$ cat src/rtl/digit_sequencer.sv
// Debounced up/down 3-bit code sequencer driving a seven-segment decoder {A,B,C}.
// Optional auto-run stepping is built when DIGIT_SEQUENCER_AUTO_RUN_EN is defined.
module digit_sequencer #(
  parameter int DEBOUNCE_CYCLES = 4,
  parameter int TICK_DIV        = 8
) (
  input  logic clk,
  input  logic rst_n,
  input  logic btn_up,
  input  logic btn_dn,
  input  logic clr,
`ifdef DIGIT_SEQUENCER_AUTO_RUN_EN
  input  logic run,
`endif
  output logic A,
  output logic B,
  output logic C,
  output logic upd
);

  localparam logic [7:0] CNT_LAST = 8'(DEBOUNCE_CYCLES - 1);

  // index 0 = btn_up, index 1 = btn_dn
  logic [1:0]      btn_meta;
  logic [1:0]      btn_sync;
  logic [1:0]      deb;
  logic [1:0][7:0] cnt;
  logic [1:0]      rise;
  logic            tick;
  logic [2:0]      code;
  logic [2:0]      code_nxt;

  always_ff @(posedge clk or negedge rst_n) begin
    if (!rst_n) begin
      btn_meta <= '0;
      btn_sync <= '0;
    end else begin
      btn_meta <= {btn_dn, btn_up};
      btn_sync <= btn_meta;
    end
  end

  // A level change is accepted only after DEBOUNCE_CYCLES consecutive differing samples.
  always_ff @(posedge clk or negedge rst_n) begin
    if (!rst_n) begin
      deb <= '0;
      cnt <= '0;
    end else begin
      for (int i = 0; i < 2; i++) begin
        if (btn_sync[i] == deb[i]) begin
          cnt[i] <= '0;
        end else if (cnt[i] == CNT_LAST) begin
          deb[i] <= btn_sync[i];
          cnt[i] <= '0;
        end else begin
          cnt[i] <= cnt[i] + 8'd1;
        end
      end
    end
  end

  always_comb begin
    rise = '0;
    for (int i = 0; i < 2; i++) begin
      rise[i] = btn_sync[i] & ~deb[i] & (cnt[i] == CNT_LAST);
    end
  end

`ifdef DIGIT_SEQUENCER_AUTO_RUN_EN
  localparam int             PW         = (TICK_DIV > 1) ? $clog2(TICK_DIV) : 1;
  localparam logic [PW-1:0]  PRESC_LAST = PW'(TICK_DIV - 1);

  logic          run_meta;
  logic          run_sync;
  logic [PW-1:0] presc;

  always_ff @(posedge clk or negedge rst_n) begin
    if (!rst_n) begin
      run_meta <= 1'b0;
      run_sync <= 1'b0;
    end else begin
      run_meta <= run;
      run_sync <= run_meta;
    end
  end

  always_ff @(posedge clk or negedge rst_n) begin
    if (!rst_n) begin
      presc <= '0;
    end else if (!run_sync || clr) begin
      presc <= '0;
    end else if (presc == PRESC_LAST) begin
      presc <= '0;
    end else begin
      presc <= presc + PW'(1);
    end
  end

  assign tick = run_sync & (presc == PRESC_LAST);
`else
  assign tick = 1'b0;
`endif

  // Simultaneous up and down cancel each other and also swallow a coincident tick.
  always_comb begin
    code_nxt = code;
    if (clr) begin
      code_nxt = 3'd0;
    end else if (rise[0] && rise[1]) begin
      code_nxt = code;
    end else if (rise[0]) begin
      code_nxt = code + 3'd1;
    end else if (rise[1]) begin
      code_nxt = code - 3'd1;
    end else if (tick) begin
      code_nxt = code + 3'd1;
    end
  end

  always_ff @(posedge clk or negedge rst_n) begin
    if (!rst_n) begin
      code <= 3'd0;
      upd  <= 1'b0;
    end else begin
      code <= code_nxt;
      upd  <= (code_nxt != code);
    end
  end

  assign {A, B, C} = code;

endmodule

$ cat config.mk
export PLATFORM = sky130hd
export DESIGN_NAME = digit_sequencer
export DESIGN_NICKNAME = d
export VERILOG_FILES = /design/src/rtl/digit_sequencer.sv
export SDC_FILE = /design/constraint.sdc
export NUM_CORES = 1
export LEC_CHECK = 0
export BUFFER_PORTS_ARGS = -buffer_cell sky130_fd_sc_hd__buf_2
export CAP_MARGIN = 20
export CELL_PAD_IN_SITES_DETAIL_PLACEMENT = 0
export CELL_PAD_IN_SITES_GLOBAL_PLACEMENT = 1
export CORE_UTILIZATION = 44
export CTS_BUF_LIST = sky130_fd_sc_hd__clkbuf_8
export DETAILED_ROUTE_END_ITERATION = 10
export GPL_TIMING_DRIVEN = 0
export PLACE_DENSITY = 0.79
export SLEW_MARGIN = 10
export SYNTH_ARGS = -nofsm -noshare
export SYNTH_HDL_FRONTEND = slang
export SYNTH_SLANG_ARGS = --single-unit
export TNS_END_PERCENT = 50
$ cat constraint.sdc
create_clock -name clk -period 2.8 [get_ports clk]
set_input_delay 0.28 -clock clk [delete_from_list [all_inputs] [get_ports clk]]
set_output_delay 0.28 -clock clk [all_outputs]
set_load 0.02 [all_outputs]
Word level (Yosys, flattened, before mapping)
Cells that the tools add are included.

Register bits after elaboration: 26. Input bits: 5. Output and inout bits: 4.

$add $sub $neg: 4. Eq/ne operators: 5. Muxes and demuxes: 8. Bitwise logic cells: 8. Reduce and logical (&&, ||, !) cells: 3.

Operator list (count): 2-to-1 mux 8 bit (4); adder 8 x 1 -> 8 bit, second input constant (2); equality test 8 x 2 -> 1 bit, second input constant (2); 2-to-1 mux 3 bit (4); AND 1 bit (4); inverter 1 bit (4); AND reduction 2 bit (2); adder 3 x 1 -> 3 bit, second input constant (1); inequality test 3 bit (1); subtractor 3 x 1 -> 3 bit, second input constant (1); equality test 1 bit (2); logical AND 1 bit (1).

Depth between registers and ports, before layout
Gate-level depths: netlist (run 1).

Depth in word-level cells: 8. Depth in mapped cells: 6. Gate-level depth less buffers: 6.

Least setup slack after synthesis (run 1)
OpenSTA, ideal clock, no wires.

Path type: flip-flop to flip-flop. Start point: register cnt[0] in the netlist's numbering. End point: register deb[0]. Setup time: 127 ps. Data arrival time: 1902 ps. Slack: 771 ps. Cell stages (with the launch flop): 6. Path buffers: 0. Clock period less this slack: 2029 ps. Path through: dfrtp_1 ha_1 or4b_4 or4_4 nor2_2 mux2_1.

Word-level cells in the longest chain between the ends: 2.

Ends and longest elaborated chain: start: declaration (line 27) `logic [1:0][7:0] cnt;`; start signal: indexed assignment (line 56) `cnt[i] <= cnt[i] + 8'd1;`; equality test 8 x 2 -> 1 bit (line 52) `end else if (cnt[i] == CNT_LAST) begin`; AND reduction 2 bit (no source line); end signal: indexed assignment (line 53) `deb[i] <= btn_sync[i];`; end: declaration (line 26) `logic [1:0] deb;`.

Every way passes these cells. A chain may end at the register's enable or synchronous reset.

Final worst setup path (run 1)
Start point: register cnt[8] in the netlist's numbering. End point: register deb[1].

The elaborated chain is that of the path after synthesis.

==> metrics.txt, run 1 <==
root buffer cell clkbuf_8; #FFs+latches synth 26; clock sink count 26; Placed Area around 1300 µm²; FMAX 0.463 GHz; r2r endpoint deb[1]$_DFFE_PN0P_; largest family of logic cells by synthesized area simple AND/OR/NAND/NOR gates; share of layout cells above drive strength 1 a little under a fifth; power per cell area 703 nW/µm²; Final Instance Area about 1400 µm²; Die Height between 50 and 60 µm; Startpoint Class register; reg2reg start cnt[8]$_DFF_PN0_; Post-DP HPWL between 1 and 1.5 mm; worst hold slack -3.89 ps; CTS clk-pin slew, worst paths 90 ps; drt drc 0; Int Pwr ~0.67 mW; Setup-failing EPs final 0; WP data arrival 2310 ps; CTS tree done; flop2flop setup slack around 640 ps; initial antenna violation count 0; adder-cell share of the synthesized area between 5 and 6%; Setup Buffers After CTS 0; most frequent cells in the layout dfrtp_1 (26), nor2_1 (20), nand3_1 (10), xor2_1 (10), buf_2 (9); Final period util 77.2%; # Max-Cap Violations 0; distinct cell type count after synthesis 26; CP Class register to register; Routability Congestion about 0.72; Routed Antenna Nets 0; Synth Instances roughly 120; final worst setup slack approximately 640 ps; Rows 19; total power 0.987 mW; Leakage between 0.6 and 0.7 nW; Seq/Total Area, Yosys between 50% and 60%; XOR/XNOR Fraction of Synth Area under 10%; Clk pwr share between 20% and 30%; commonest non-fill, non-tap cell in the layout dfrtp_1; Cell Area, Synth 1270 µm²; core area 2760 µm²; final wirelength between 2 and 2.5 mm; drt pass-1 iters 4; Final Hold Viols 4; Starting Density between 40 and 50%; post-synthesis mux area share approximately 4.2%; largest net degree at the start of global routing 27; Syn Nets 129; Reg2Reg Depth 5; Synth Area in Compound Gates between 2 and 3%; GR Overflow Total 0; maximum clock path buffer count 2; Synthesis Warnings 0; CP max FO 5; port bufs 7; final setup skew 3.53 ps; area grow syn2layout 10.1%; Sequential Power Share roughly half; Tmin final about 2200 ps; DR WL/cell between 10 and 15 µm; actual transition at the worst max-transition pin about 580 ps; DR iter-0 viols 26; GRT Total Usage approximately 16%; Vias roughly 840; n_diodes 0; relative slew slack between 60 and 70%; Via density roughly 5.2; CTS HTree Levels 1; cts-stage hold buffer count 0; Combinational Power Share about a quarter; RSZ-0062 raised after global routing no; setup slack after placement 649 ps; fraction of the mapped netlist area in simple logic gates between 20% and 30%; die area about 3100 µm²; worst hold path class input pin to asynchronous set/reset pin; clk_lat worst skew about 270 ps; Sw Share 31.9%; Die X between 50 and 60 µm; nets around 140; setup_tns 0 ps; Worst VDD drop roughly 400 µV; Inserted Clock Buffers 3; critical path required time about 3000 ps; outcome finished with violations; # resized after CTS 0; failing checks hold timing; number of global-route vias before repair a little under 900; Worst setup EP type register; I/O pin cnt 9; syn_area_per_cell around 11 µm²; switching pwr about 0.32 mW; first-pass GRT wire length between 3 and 4 mm; Slew Limit Fails 0
-- cells in the mapped netlist (all sizes together) --
library cell,n,share of area (%)
nor2,23,7.4
clkbuf,1,0.29
nor2b,1,0.49
xnor2,3,2.1
mux2,3,2.7
nor4,2,0.98
ha,6,5.9
inv,8,2.4
and4,1,0.88
mux2i,2,1.6
nand2b,2,0.98
or4,2,1.8
or4b,4,3.7
dfrtp,26,51
or2,1,0.69
a311o,2,1.6
and3,4,2.1
buf,2,0.79
o21ai,3,1.2
xor2,10,6.9
nand3,10,3.9
nor3,2,0.79
-- cell families (layout without fill, tap and decap cells) --
group / Yosys count / after routing
compound gates: 5 / 5
xor+xnor: 13 / 13
fa+ha+maj: 6 / 6
buf+inv: 11 / 22
flops: 26 / 26
mux: 5 / 5
simple gates: 52 / 52
-- metrics by stage --
step	instances	utilization, %
floorplan	118	-
global placement	156	48.9
detailed placement	156	48.9
CTS	160	50.9
global route	160	50.9
finish	160	50.9
-- power groups by stage --
stage,sequential (mW),clock [mW],combinational [mW]
global placement,0.489,0,0.259
floorplan,0.491,0,0.196
finish,0.483,0.241,0.263
global route,0.494,0.265,0.304
CTS,0.483,0.249,0.268
detailed placement,0.491,0,0.266
-- cell type report --
| type | count | area [µm²] |
|---|---|---|
| Buffer | 3 | 13.8 |
| Timing Repair Buffer | 7 | 35.0 |
| Multi-Input combinational cell | 81 | 579 |
| Tap cell | 31 | 38.8 |
| Inverter | 8 | 30.0 |
| Fill cell | 259 | 1360 |
| Clock buffer | 4 | 55.1 |
| Sequential cell | 26 | 651 |
-- worst max path at each step --
stage	startpoint	endpoint	slack, ps
detailed placement	cnt[8]$_DFF_PN0_	deb[1]$_DFFE_PN0P_	650
floorplan	cnt[0]$_DFF_PN0_	deb[0]$_DFFE_PN0P_	770
finish	cnt[8]$_DFF_PN0_	deb[1]$_DFFE_PN0P_	640
global route	cnt[0]$_DFF_PN0_	deb[0]$_DFFE_PN0P_	540
CTS	cnt[8]$_DFF_PN0_	deb[1]$_DFFE_PN0P_	630
global placement	cnt[0]$_DFF_PN0_	deb[0]$_DFFE_PN0P_	660
-- worst max-delay path: stages (launching register included) --
cell	delay (ps)
dfrtp_1	410
ha_1	260
or4b_4	510
or4_4	440
nor2_2	100
mux2_1	330
-- routing by layer --
metal | GRT usage [%] | wire length (µm)
met4 | 7.50 | 28
met2 | 26.3 | 931
met1 | 19.4 | 1010
met5 | 0 | 0
met3 | 3.49 | 59
-- flip-flops by register name (all words and copies together) (netlist names) --
register / count
deb: 2
btn_sync: 2
btn_meta: 2
code: 3
upd: 1
cnt: 16
(Power assumes the default switching activity.)
==> inputs of run 2 (changes only) <==
==> constraint.sdc (replaced) <==
create_clock -name clk -period 2 [get_ports clk]
set_input_delay 0.2 -clock clk [delete_from_list [all_inputs] [get_ports clk]]
set_output_delay 0.2 -clock clk [all_outputs]
set_load 0.02 [all_outputs]
==> run 2 against run 1 <==
Net effect: the run ends with setup timing left; flip-flop and latch count stayed put; sequential share of layout area is 3.1 points lower; global-route usage is 0.15 points higher; die area stayed put; cell count is 4.4% higher; clock skew hardly changed; via count is 6.0% higher; sequential power is 40% higher; count of clock-buffer cells in the layout is 1 lower; largest power group unchanged.
==> metrics.txt, run 2 (synthesis results as in run 1) <==
Routed Antenna Nets 0 (unchanged); Final period util 100% (+23 points); n_diodes 0 (unchanged); worst hold slack 38.7 ps (+42.6 ps); RSZ-0062 raised after global routing yes; slowest CP cell or4b_4; Sequential Power Share 45.9% (-3.1 points); actual transition at the worst max-transition pin 579 ps (-0.185 ps); Vias 889 (+6.0%); Util after Layout 54.5% (+3.7 points); Int Pwr 0.996 mW (+48%); setup_tns -4.06 ps (-4.06 ps); CP max FO 5 (unchanged); Startpoint Class register; setup slack after placement -123 ps (-772 ps); Final Hold Viols 0 (-4); FMAX 0.499 GHz (+7.8%); max reg flops 16 (unchanged); CTS tree done; CTS HTree Levels 1 (unchanged); port bufs 7 (unchanged); Tmin final 2000 ps (-157 ps); Inserted Clock Buffers 3 (unchanged); final wirelength 2.15 mm (+6.1%); power per cell area 981 nW/µm² (+39%); final setup skew 3.94 ps (+0.409 ps); drt drc 0 (unchanged); die area 3110 µm² (unchanged); Starting Density 46.2% (unchanged); WP data arrival 2150 ps (-160 ps); Clk pwr share 19.0% (-5.4 points); failing checks setup timing; CP bufs+invs 0 (unchanged); first-pass GRT wire length 3.89 mm (+2.4%); Routability Congestion 0.730 (+1.6%); Cell Chain, Critical Path ha_4 > or4b_4 > or4_4 > nor2_4 > mux2_4; final worst setup slack -4.06 ps (-643 ps); CP top delay family simple AND/OR/NAND/NOR gates; worst hold path class input pin to register; DR WL/cell 12.9 µm (+1.7%); relative slew slack 61.4% (about the same); clock sink count 26 (unchanged); Final Instance Area 1500 µm² (+7.2%); core area 2760 µm² (unchanged); GR Overflow Total 0 (unchanged); total power 1.48 mW (+50%); critical path required time 2150 ps (-800 ps); # Max-Cap Violations 0 (unchanged); Via density 5.32 (+1.5%); GRT Total Usage 16.0% (+0.15 points); Rows 19 (unchanged); clk_lat worst skew 260 ps (about the same); Slew Limit Fails 0 (unchanged); DR WL met3 43 µm (-27%); Worst VDD drop 579 µV (+44%); Combinational Power Share 35.1% (+8.5 points); number of global-route vias before repair 907 (+3.8%); CTS clk-pin slew, worst paths 80 ps (about the same); Post-DP HPWL 1.50 mm (+3.9%); most frequent cells in the layout dfrtp_1 (26), nor2_1 (20), nand3_1 (10), xor2_1 (10); largest reg by FF count cnt; Met2 Wirelength 1.06 mm (+14%); post-route insts no fill 167 (+4.4%); top sig layer met4; Die X 55.8 µm (unchanged); nets 149 (+5.7%); outcome finished with violations; Die Height 55.8 µm (unchanged); DR iter-0 viols 11 (-58%); post-placement cell count 156 (unchanged); Setup-failing EPs final 1 (+1); initial antenna violation count 0 (unchanged); Placed Area 1350 µm² (+0.37%); Worst path max stage delay 490 ps (-20 ps); CP Class register to register; I/O pin cnt 9 (unchanged); share of layout cells above drive strength 1 25.7% (+7.1 points); metal1 wirelength 1.02 mm (+1.2%); biggest regs cnt: 16 flops, code: 3 flops; final-layout fill cell count 248 (-4.2%); largest net degree at the start of global routing 27 (unchanged); maximum clock path buffer count 2 (unchanged); root buffer cell clkbuf_8; commonest non-fill, non-tap cell in the layout dfrtp_1; drt pass-1 iters 5 (+1); Sw Share 32.5% (+0.58 points); Worst setup EP type register; switching pwr 0.480 mW (+52%); Leakage 0.710 nW (+5.4%); area grow syn2layout 18.1%
run 2: path summary, 6_finish.rpt:
check	from	slack (ps)	end	cells after the start
setup / recovery	cnt[8]$_DFF_PN0_	-4	deb[1]$_DFFE_PN0P_	5
hold / removal	btn_up	40	btn_meta[0]$_DFF_PN0_	1
setup reg to reg	cnt[8]$_DFF_PN0_	-4	deb[1]$_DFFE_PN0P_	5
hold reg to reg	btn_meta[1]$_DFF_PN0_	350	btn_sync[1]$_DFF_PN0_	0
max in group asynchronous	rst_n	1150	btn_meta[1]$_DFF_PN0_	2
min in group asynchronous	rst_n	470	code[2]$_DFF_PN0_	2
run 2: final cells by class:
| class | count | area [µm²] | share of cell area, % |
|---|---|---|---|
| Timing Repair Buffer | 15 | 97.6 | 6.49 |
| Clock buffer | 3 | 41.3 | 2.75 |
| Tap cell | 31 | 38.8 | 2.58 |
| Inverter | 8 | 30.0 | 2.00 |
| Buffer | 3 | 18.8 | 1.25 |
| Multi-Input combinational cell | 81 | 627 | 41.7 |
| Sequential cell | 26 | 651 | 43.3 |
run 2: worst reg2reg max path: cells and delay by family (launching register included):
| kind | cells | cell delay [ps] |
|---|---|---|
| adders and majority gates | 1 | 150 |
| DFF | 1 | 400 |
| muxes | 1 | 300 |
| and+or+nand+nor | 3 | 1050 |
run 2: what timing repair did:
item,in CTS,in global routing
gates cloned,0,0
hold buffers,1,0
resized for setup,4,7
pin swaps,2,0
setup endpoints to repair,20,15
endpoints found under the hold margin,26,0
buffers inserted,7,0
run 2: power groups by stage:
stage | clock network (mW) | registers, mW | logic (mW)
after detailed placement | 0 | 0.690 | 0.378
final | 0.280 | 0.678 | 0.518
after global routing | 0.313 | 0.689 | 0.592
after floorplan | 0 | 0.688 | 0.277
after CTS | 0.298 | 0.674 | 0.483
after global placement | 0 | 0.685 | 0.361
run 2: metal layers:
| layer | up-vias | global-route usage, % |
|---|---|---|
| li1 | 438 | - |
| met3 | 4 | 2.09 |
| met1 | 437 | 19.6 |
| met2 | 10 | 28.7 |
| met5 | - | 0 |
| met4 | 0 | 5.36 |
